<file path="src/rtl/lockin_pkg.sv">
// Shared lock-in constants, FSM encoding and TC-to-shift mapping; the UI imports this for gain/TC meaning.
// Gain scales the product by 2^(4*gain); TC selects filter shift k = TC + TC_OFFSET.
package lockin_pkg;

    localparam int SAMPLE_W  = 16;
    localparam int REF_W     = 16;
    localparam int ACC_W     = 48;
    localparam int OUT_W     = 32;
    localparam int TC_OFFSET = 4;
    localparam int OUT_LSB   = 12;
    localparam int PROD_W    = SAMPLE_W + REF_W;
    localparam int K_W       = 5;

    typedef enum logic [2:0] {
        ST_IDLE  = 3'd0,
        ST_MUL_X = 3'd1,
        ST_MUL_Y = 3'd2,
        ST_LPF1  = 3'd3,
        ST_LPF2  = 3'd4
    } state_t;

    function automatic logic [K_W-1:0] tc_to_shift(input logic [3:0] tc);
        return K_W'(tc) + K_W'(TC_OFFSET);
    endfunction

endpackage

</file>
<file path="src/rtl/lpf_stage.sv">
// One first-order IIR stage: acc += (in - acc) >>> k on en_i, floor rounding, difference kept at ACC_W+1 bits.
// Single-cycle update; acc_nxt_o exposes the value being written so the caller can register it on the same edge.
module lpf_stage
    import lockin_pkg::*;
(
    input  logic                    clk,
    input  logic                    rst,
    input  logic                    en_i,
    input  logic signed [ACC_W-1:0] in_i,
    input  logic [K_W-1:0]          k_i,
    output logic signed [ACC_W-1:0] acc_o,
    output logic signed [ACC_W-1:0] acc_nxt_o
);

    logic signed [ACC_W-1:0] acc_q;
    logic signed [ACC_W-1:0] acc_d;
    logic signed [ACC_W:0]   diff;
    logic signed [ACC_W:0]   step;
    logic                    unused_step_msb;

    always_comb begin
        diff  = {in_i[ACC_W-1], in_i} - {acc_q[ACC_W-1], acc_q};
        step  = diff >>> k_i;
        // k >= TC_OFFSET keeps the step within ACC_W bits, so the top bit is redundant.
        acc_d = en_i ? (acc_q + step[ACC_W-1:0]) : acc_q;
    end

    assign unused_step_msb = step[ACC_W];

    always_ff @(posedge clk or negedge rst) begin
        if (!rst) begin
            acc_q <= '0;
        end else begin
            acc_q <= acc_d;
        end
    end

    assign acc_o     = acc_q;
    assign acc_nxt_o = acc_d;

endmodule

</file>
<file path="src/rtl/lockin_demod_lpf.sv">
// Lock-in demodulator: shared multiplier, gain shift, IIR low-pass (two stages when LPF_STAGE2_EN is defined).
// Accept->X/Y registered after 4 edges (3 without stage 2); ready only in IDLE, strobes while busy are dropped with overrun.
module lockin_demod_lpf
    import lockin_pkg::*;
(
    input  logic                       clk,
    input  logic                       rst,
    input  logic signed [SAMPLE_W-1:0] sample,
    input  logic signed [REF_W-1:0]    ref_cos,
    input  logic signed [REF_W-1:0]    ref_sin,
    input  logic                       sample_valid,
    input  logic [1:0]                 gain,
    input  logic [3:0]                 TC,
    output logic                       ready,
    output logic signed [OUT_W-1:0]    X,
    output logic signed [OUT_W-1:0]    Y,
    output logic                       out_valid,
    output logic                       overrun
);

    state_t                     state_q;
    logic signed [SAMPLE_W-1:0] sample_q;
    logic signed [REF_W-1:0]    cos_q;
    logic signed [REF_W-1:0]    sin_q;
    logic [1:0]                 gain_q;
    logic [3:0]                 tc_q;
    logic signed [PROD_W-1:0]   prodx_q;
    logic signed [PROD_W-1:0]   prody_q;
    logic signed [OUT_W-1:0]    x_q;
    logic signed [OUT_W-1:0]    y_q;
    logic                       out_valid_q;
    logic                       overrun_q;

    logic signed [REF_W-1:0]    mul_b;
    logic signed [PROD_W-1:0]   prod;
    logic [3:0]                 shamt;
    logic [K_W-1:0]             k;
    logic signed [ACC_W-1:0]    in_x;
    logic signed [ACC_W-1:0]    in_y;
    logic signed [ACC_W-1:0]    acc1x_q;
    logic signed [ACC_W-1:0]    acc1y_q;
    logic signed [ACC_W-1:0]    acc1x_nxt;
    logic signed [ACC_W-1:0]    acc1y_nxt;
    logic signed [ACC_W-1:0]    res_x;
    logic signed [ACC_W-1:0]    res_y;
    logic                       unused_cfg;
    logic                       unused_bits;

    // One multiplier serves both channels; the operand follows the FSM phase.
    assign mul_b = (state_q == ST_MUL_X) ? cos_q : sin_q;
    assign prod  = PROD_W'(sample_q) * PROD_W'(mul_b);
    assign shamt = {gain_q, 2'b00};
    assign in_x  = ACC_W'(prodx_q) <<< shamt;
    assign in_y  = ACC_W'(prody_q) <<< shamt;
    assign k     = tc_to_shift(tc_q);

    lpf_stage u_lpf1_x (
        .clk(clk), .rst(rst), .en_i(state_q == ST_LPF1), .in_i(in_x), .k_i(k),
        .acc_o(acc1x_q), .acc_nxt_o(acc1x_nxt)
    );
    lpf_stage u_lpf1_y (
        .clk(clk), .rst(rst), .en_i(state_q == ST_LPF1), .in_i(in_y), .k_i(k),
        .acc_o(acc1y_q), .acc_nxt_o(acc1y_nxt)
    );

`ifdef LPF_STAGE2_EN
    logic signed [ACC_W-1:0] acc2x_q;
    logic signed [ACC_W-1:0] acc2y_q;

    lpf_stage u_lpf2_x (
        .clk(clk), .rst(rst), .en_i(state_q == ST_LPF2), .in_i(acc1x_q), .k_i(k),
        .acc_o(acc2x_q), .acc_nxt_o(res_x)
    );
    lpf_stage u_lpf2_y (
        .clk(clk), .rst(rst), .en_i(state_q == ST_LPF2), .in_i(acc1y_q), .k_i(k),
        .acc_o(acc2y_q), .acc_nxt_o(res_y)
    );

    assign unused_cfg = ^{acc1x_nxt, acc1y_nxt, acc2x_q, acc2y_q};
`else
    assign res_x      = acc1x_nxt;
    assign res_y      = acc1y_nxt;
    assign unused_cfg = ^{acc1x_q, acc1y_q};
`endif

    // The filter never leaves the input range, so dropping the top bits is exact.
    assign unused_bits = ^{res_x[ACC_W-1:OUT_LSB+OUT_W], res_x[OUT_LSB-1:0],
                           res_y[ACC_W-1:OUT_LSB+OUT_W], res_y[OUT_LSB-1:0]};

    always_ff @(posedge clk or negedge rst) begin
        if (!rst) begin
            state_q     <= ST_IDLE;
            sample_q    <= '0;
            cos_q       <= '0;
            sin_q       <= '0;
            gain_q      <= '0;
            tc_q        <= '0;
            prodx_q     <= '0;
            prody_q     <= '0;
            x_q         <= '0;
            y_q         <= '0;
            out_valid_q <= 1'b0;
            overrun_q   <= 1'b0;
        end else begin
            out_valid_q <= 1'b0;
            overrun_q   <= sample_valid && (state_q != ST_IDLE);
            case (state_q)
                ST_IDLE: begin
                    if (sample_valid) begin
                        sample_q <= sample;
                        cos_q    <= ref_cos;
                        sin_q    <= ref_sin;
                        gain_q   <= gain;
                        tc_q     <= TC;
                        state_q  <= ST_MUL_X;
                    end
                end
                ST_MUL_X: begin
                    prodx_q <= prod;
                    state_q <= ST_MUL_Y;
                end
                ST_MUL_Y: begin
                    prody_q <= prod;
                    state_q <= ST_LPF1;
                end
`ifdef LPF_STAGE2_EN
                ST_LPF1: begin
                    state_q <= ST_LPF2;
                end
                ST_LPF2: begin
                    x_q         <= res_x[OUT_LSB+OUT_W-1:OUT_LSB];
                    y_q         <= res_y[OUT_LSB+OUT_W-1:OUT_LSB];
                    out_valid_q <= 1'b1;
                    state_q     <= ST_IDLE;
                end
`else
                ST_LPF1: begin
                    x_q         <= res_x[OUT_LSB+OUT_W-1:OUT_LSB];
                    y_q         <= res_y[OUT_LSB+OUT_W-1:OUT_LSB];
                    out_valid_q <= 1'b1;
                    state_q     <= ST_IDLE;
                end
`endif
                default: begin
                    state_q <= ST_IDLE;
                end
            endcase
        end
    end

    assign ready     = (state_q == ST_IDLE);
    assign X         = x_q;
    assign Y         = y_q;
    assign out_valid = out_valid_q;
    assign overrun   = overrun_q;

endmodule

</file>
<file path="config.mk">
export PLATFORM = sky130hd
export DESIGN_NAME = lockin_demod_lpf
export DESIGN_NICKNAME = d
export VERILOG_FILES = /design/src/rtl/lockin_pkg.sv /design/src/rtl/lpf_stage.sv /design/src/rtl/lockin_demod_lpf.sv
export SDC_FILE = /design/constraint.sdc
export NUM_CORES = 2
export LEC_CHECK = 0
export BUFFER_PORTS_ARGS = -buffer_cell sky130_fd_sc_hd__buf_2
export CORE_MARGIN = 2
export CORE_UTILIZATION = 59
export CTS_CLUSTER_SIZE = 10
export DETAILED_ROUTE_END_ITERATION = 10
export PLACE_DENSITY = 0.84
export SLEW_MARGIN = 20
export SYNTH_ARGS = -nofsm -noshare
export SYNTH_HDL_FRONTEND = slang
export SYNTH_SLANG_ARGS = --single-unit
</file>
<file path="constraint.sdc">
create_clock -name clk -period 7.6 [get_ports clk]
set_input_delay 1.9 -clock clk [delete_from_list [all_inputs] [get_ports clk]]
set_output_delay 1.9 -clock clk [all_outputs]
set_load 0.01 [all_outputs]
</file>
==> out/metrics.yaml <==
status: "finished clean"
clockRootBuffer: "clkbuf_16"
maxSlewViolCount: 0
wirelength_um: 130000
drt_iter0_markers: 4747
io_pins: 124
critical_path_arrival_ns: 7.93
numCtsBuffers: 38
fmax_mhz: 133
cp-start-kind: "flip-flop"
yosysTopAreaCellShare: 0.177
drt_first_pass_iters: 9
syn_area_per_cell_um2: 8.52
coreArea_um2: 66900
min_path_type: "flip-flop to flip-flop"
synth_ff_type: "dfrtp_1"
slowest_delay_ns: 0.59
cts_buffer_depth: 3
antenna_found_initial: 5
finalNetCount: 5571
dp_hpwl_um: 99500
whs_path_depth: 1
hold_end: "X[1]$_DFFE_PN0P_"
clkLatencyLatePin_ns: 0.58
wl_per_cell_um: 22.2
worstSetupEndpointType: "flip-flop"
nFillCells: 5089
row_count: 95
cts_tree: "yes"
syn2layout_area_growth_pct: 15.0
yosysTopAreaCell: "dfrtp_1"
synthesis.nets: 5271
setup_viol: 0
post-route-period-util: 0.988
crit_required_ns: 8.03
tightest_slew_ns: 1.08
rr_worst_depth: 29
ys_seq_elements: 282
clk_pin_slew_ns: 0.06
chipWidth_um: 264
synth_common_cells: "503 x inv_1, 431 x nand2_1, 292 x a21oi_1, 289 x o21ai_0, 282 x dfrtp_1"
clock-sinks: 282
hold_ws_ns: 0.477
layout-drive-gt1-share: 0.211
critPathSlowestCell: "mux4_2"
hold_violations: 0
yosysMostFrequentCell: "inv_1"
grt_pass1_vias: 36800
max-cap-violations: 0
r2r_start: "gain_q[0]$_DFFE_PN0P_"
min_period_ns: 7.51
path_buf_inv: 3
synth_cell_types: 101
synthCells: 4667
grt_pass1_wl_um: 198000
critical_path.top_delay_family: "compound AO/OA/AOI/OAI gates"
synthTopCellsByArea: "dfrtp_1 18%, fa_1 13%, ha_1 8.8%, mux2_2 5.3%, inv_1 4.7%"
drc: 0
r2r_slack_ns: 0.09
gp_congestion: 1.05
start_util: 0.594
grt_setup_unrepaired: "yes"
r2r-end: "u_lpf1_x.acc_o[46]$_DFFE_PN0P_"
skew_ns: 0.0285
slew_headroom: 0.277
min_from: "X[1]$_DFFE_PN0P_"
grt_max_degree: 179
yosys_warnings: 0
ctsHoldBuffers: 0
die_area_um2: 69500
ant_nets: 0
crit_fanout: 7
overflow: 0
synth-edff-count: 0
criticalPathCategory: "flip-flop to flip-flop"
htree_levels: 2
synthArstFlopShare: 1.00
grtUsageTotal: 0.356
vias: 38300
die_height_um: 264
ys_seq_area_frac: 0.177
avgViaCountPerCell: 6.54
io_buffer_count: 123
syn_area_um2: 39800
==> routing by layer <==
metal	track usage	wire length [um]
met2	0.564	58000
met5	0	35
met3	0.0676	13500
met1	0.471	51100
met4	0.170	7530
==> cells by family after synthesis <==
group | Yosys count | synth area share
buf+inv | 757 | 0.0721
flops | 282 | 0.177
mux | 378 | 0.125
xor+xnor | 181 | 0.0399
compound gates | 1276 | 0.212
simple gates | 1246 | 0.151
fa+ha+maj | 547 | 0.222
==> timing repair <==
item | 4_1_cts | 5_1_grt
setup endpoints to repair | 17 | 88
pin swaps | 2 | 57
gates cloned | 0 | 3
resized for setup | 15 | 193
buffers inserted | 2 | 34
==> through the flow <==
stage,setup slack [ns],util,area [um2],setup TNS [ns],instances
4_1_cts,0.00946,0.666,44600,0,5826
2_1_floorplan,-0.0186,-,39800,-0.0186,4667
6_report,0.0946,0.683,45700,0,5864
3_5_place_dp,-0.187,0.647,43300,-0.703,5762
5_1_grt,-0.120,0.683,45700,-1.06,5862
3_3_place_gp,-0.0699,0.647,43300,-0.151,5762
==> cell usage in the layout, fill, tap and decap left out, types with 42 or more instances in the layout <==
master	n
ha_1	263
nand3_1	64
o211ai_1	59
buf_2	122
mux2_2	179
and2_1	95
xor2_1	51
nor2b_1	84
buf_4	373
fa_1	266
dfrtp_1	277
inv_1	500
a21oi_1	269
mux4_2	74
a21o_1	133
nand2b_1	47
clkbuf_16	42
a211oi_1	60
xnor2_1	122
nor3_1	60
nor2_1	243
o21a_1	47
nand2_1	429
o21ai_0	263
mux2i_1	105
==> worst max path at each step <==
stage | from | endpoint | cells past startpoint
4_1_cts | gain_q[0]$_DFFE_PN0P_ | u_lpf1_y.acc_o[44]$_DFFE_PN0P_ | 29
6_report | gain_q[0]$_DFFE_PN0P_ | u_lpf1_x.acc_o[46]$_DFFE_PN0P_ | 29
3_3_place_gp | gain_q[0]$_DFFE_PN0P_ | u_lpf1_x.acc_o[40]$_DFF_PN0_ | 29
3_5_place_dp | state_q[1]$_DFFE_PN0P_ | prodx_q[29]$_DFFE_PN0P_ | 28
2_1_floorplan | gain_q[0]$_DFFE_PN0P_ | u_lpf1_y.acc_o[44]$_DFFE_PN0P_ | 30
5_1_grt | gain_q[0]$_DFFE_PN0P_ | u_lpf1_x.acc_o[40]$_DFF_PN0_ | 29
==> area by class of cell <==
cell class,count,area (um2),area share
antenna,2,5.00,0.000110
clock buffer,53,1080,0.0236
clock inverter,9,124,0.00271
inverter,506,1900,0.0416
multi-input combinational,3628,30700,0.672
sequential,282,7070,0.155
tap,873,1090,0.0239
timing repair buffer,511,3700,0.0811
==> registers in the layout (all words and copies together) (netlist names) <==
signal	flops
overrun	1
u_lpf1_x.acc_o	48
prody_q	32
u_lpf1_y.acc_o	48
sin_q	16
gain_q	2
sample_q	16
Y	32
out_valid	1
state_q	2
X	32
prodx_q	32
cos_q	16
tc_q	4
Power is not shown: default switching activity piles up to over one toggle a cycle in this logic, so the estimate is an artifact.
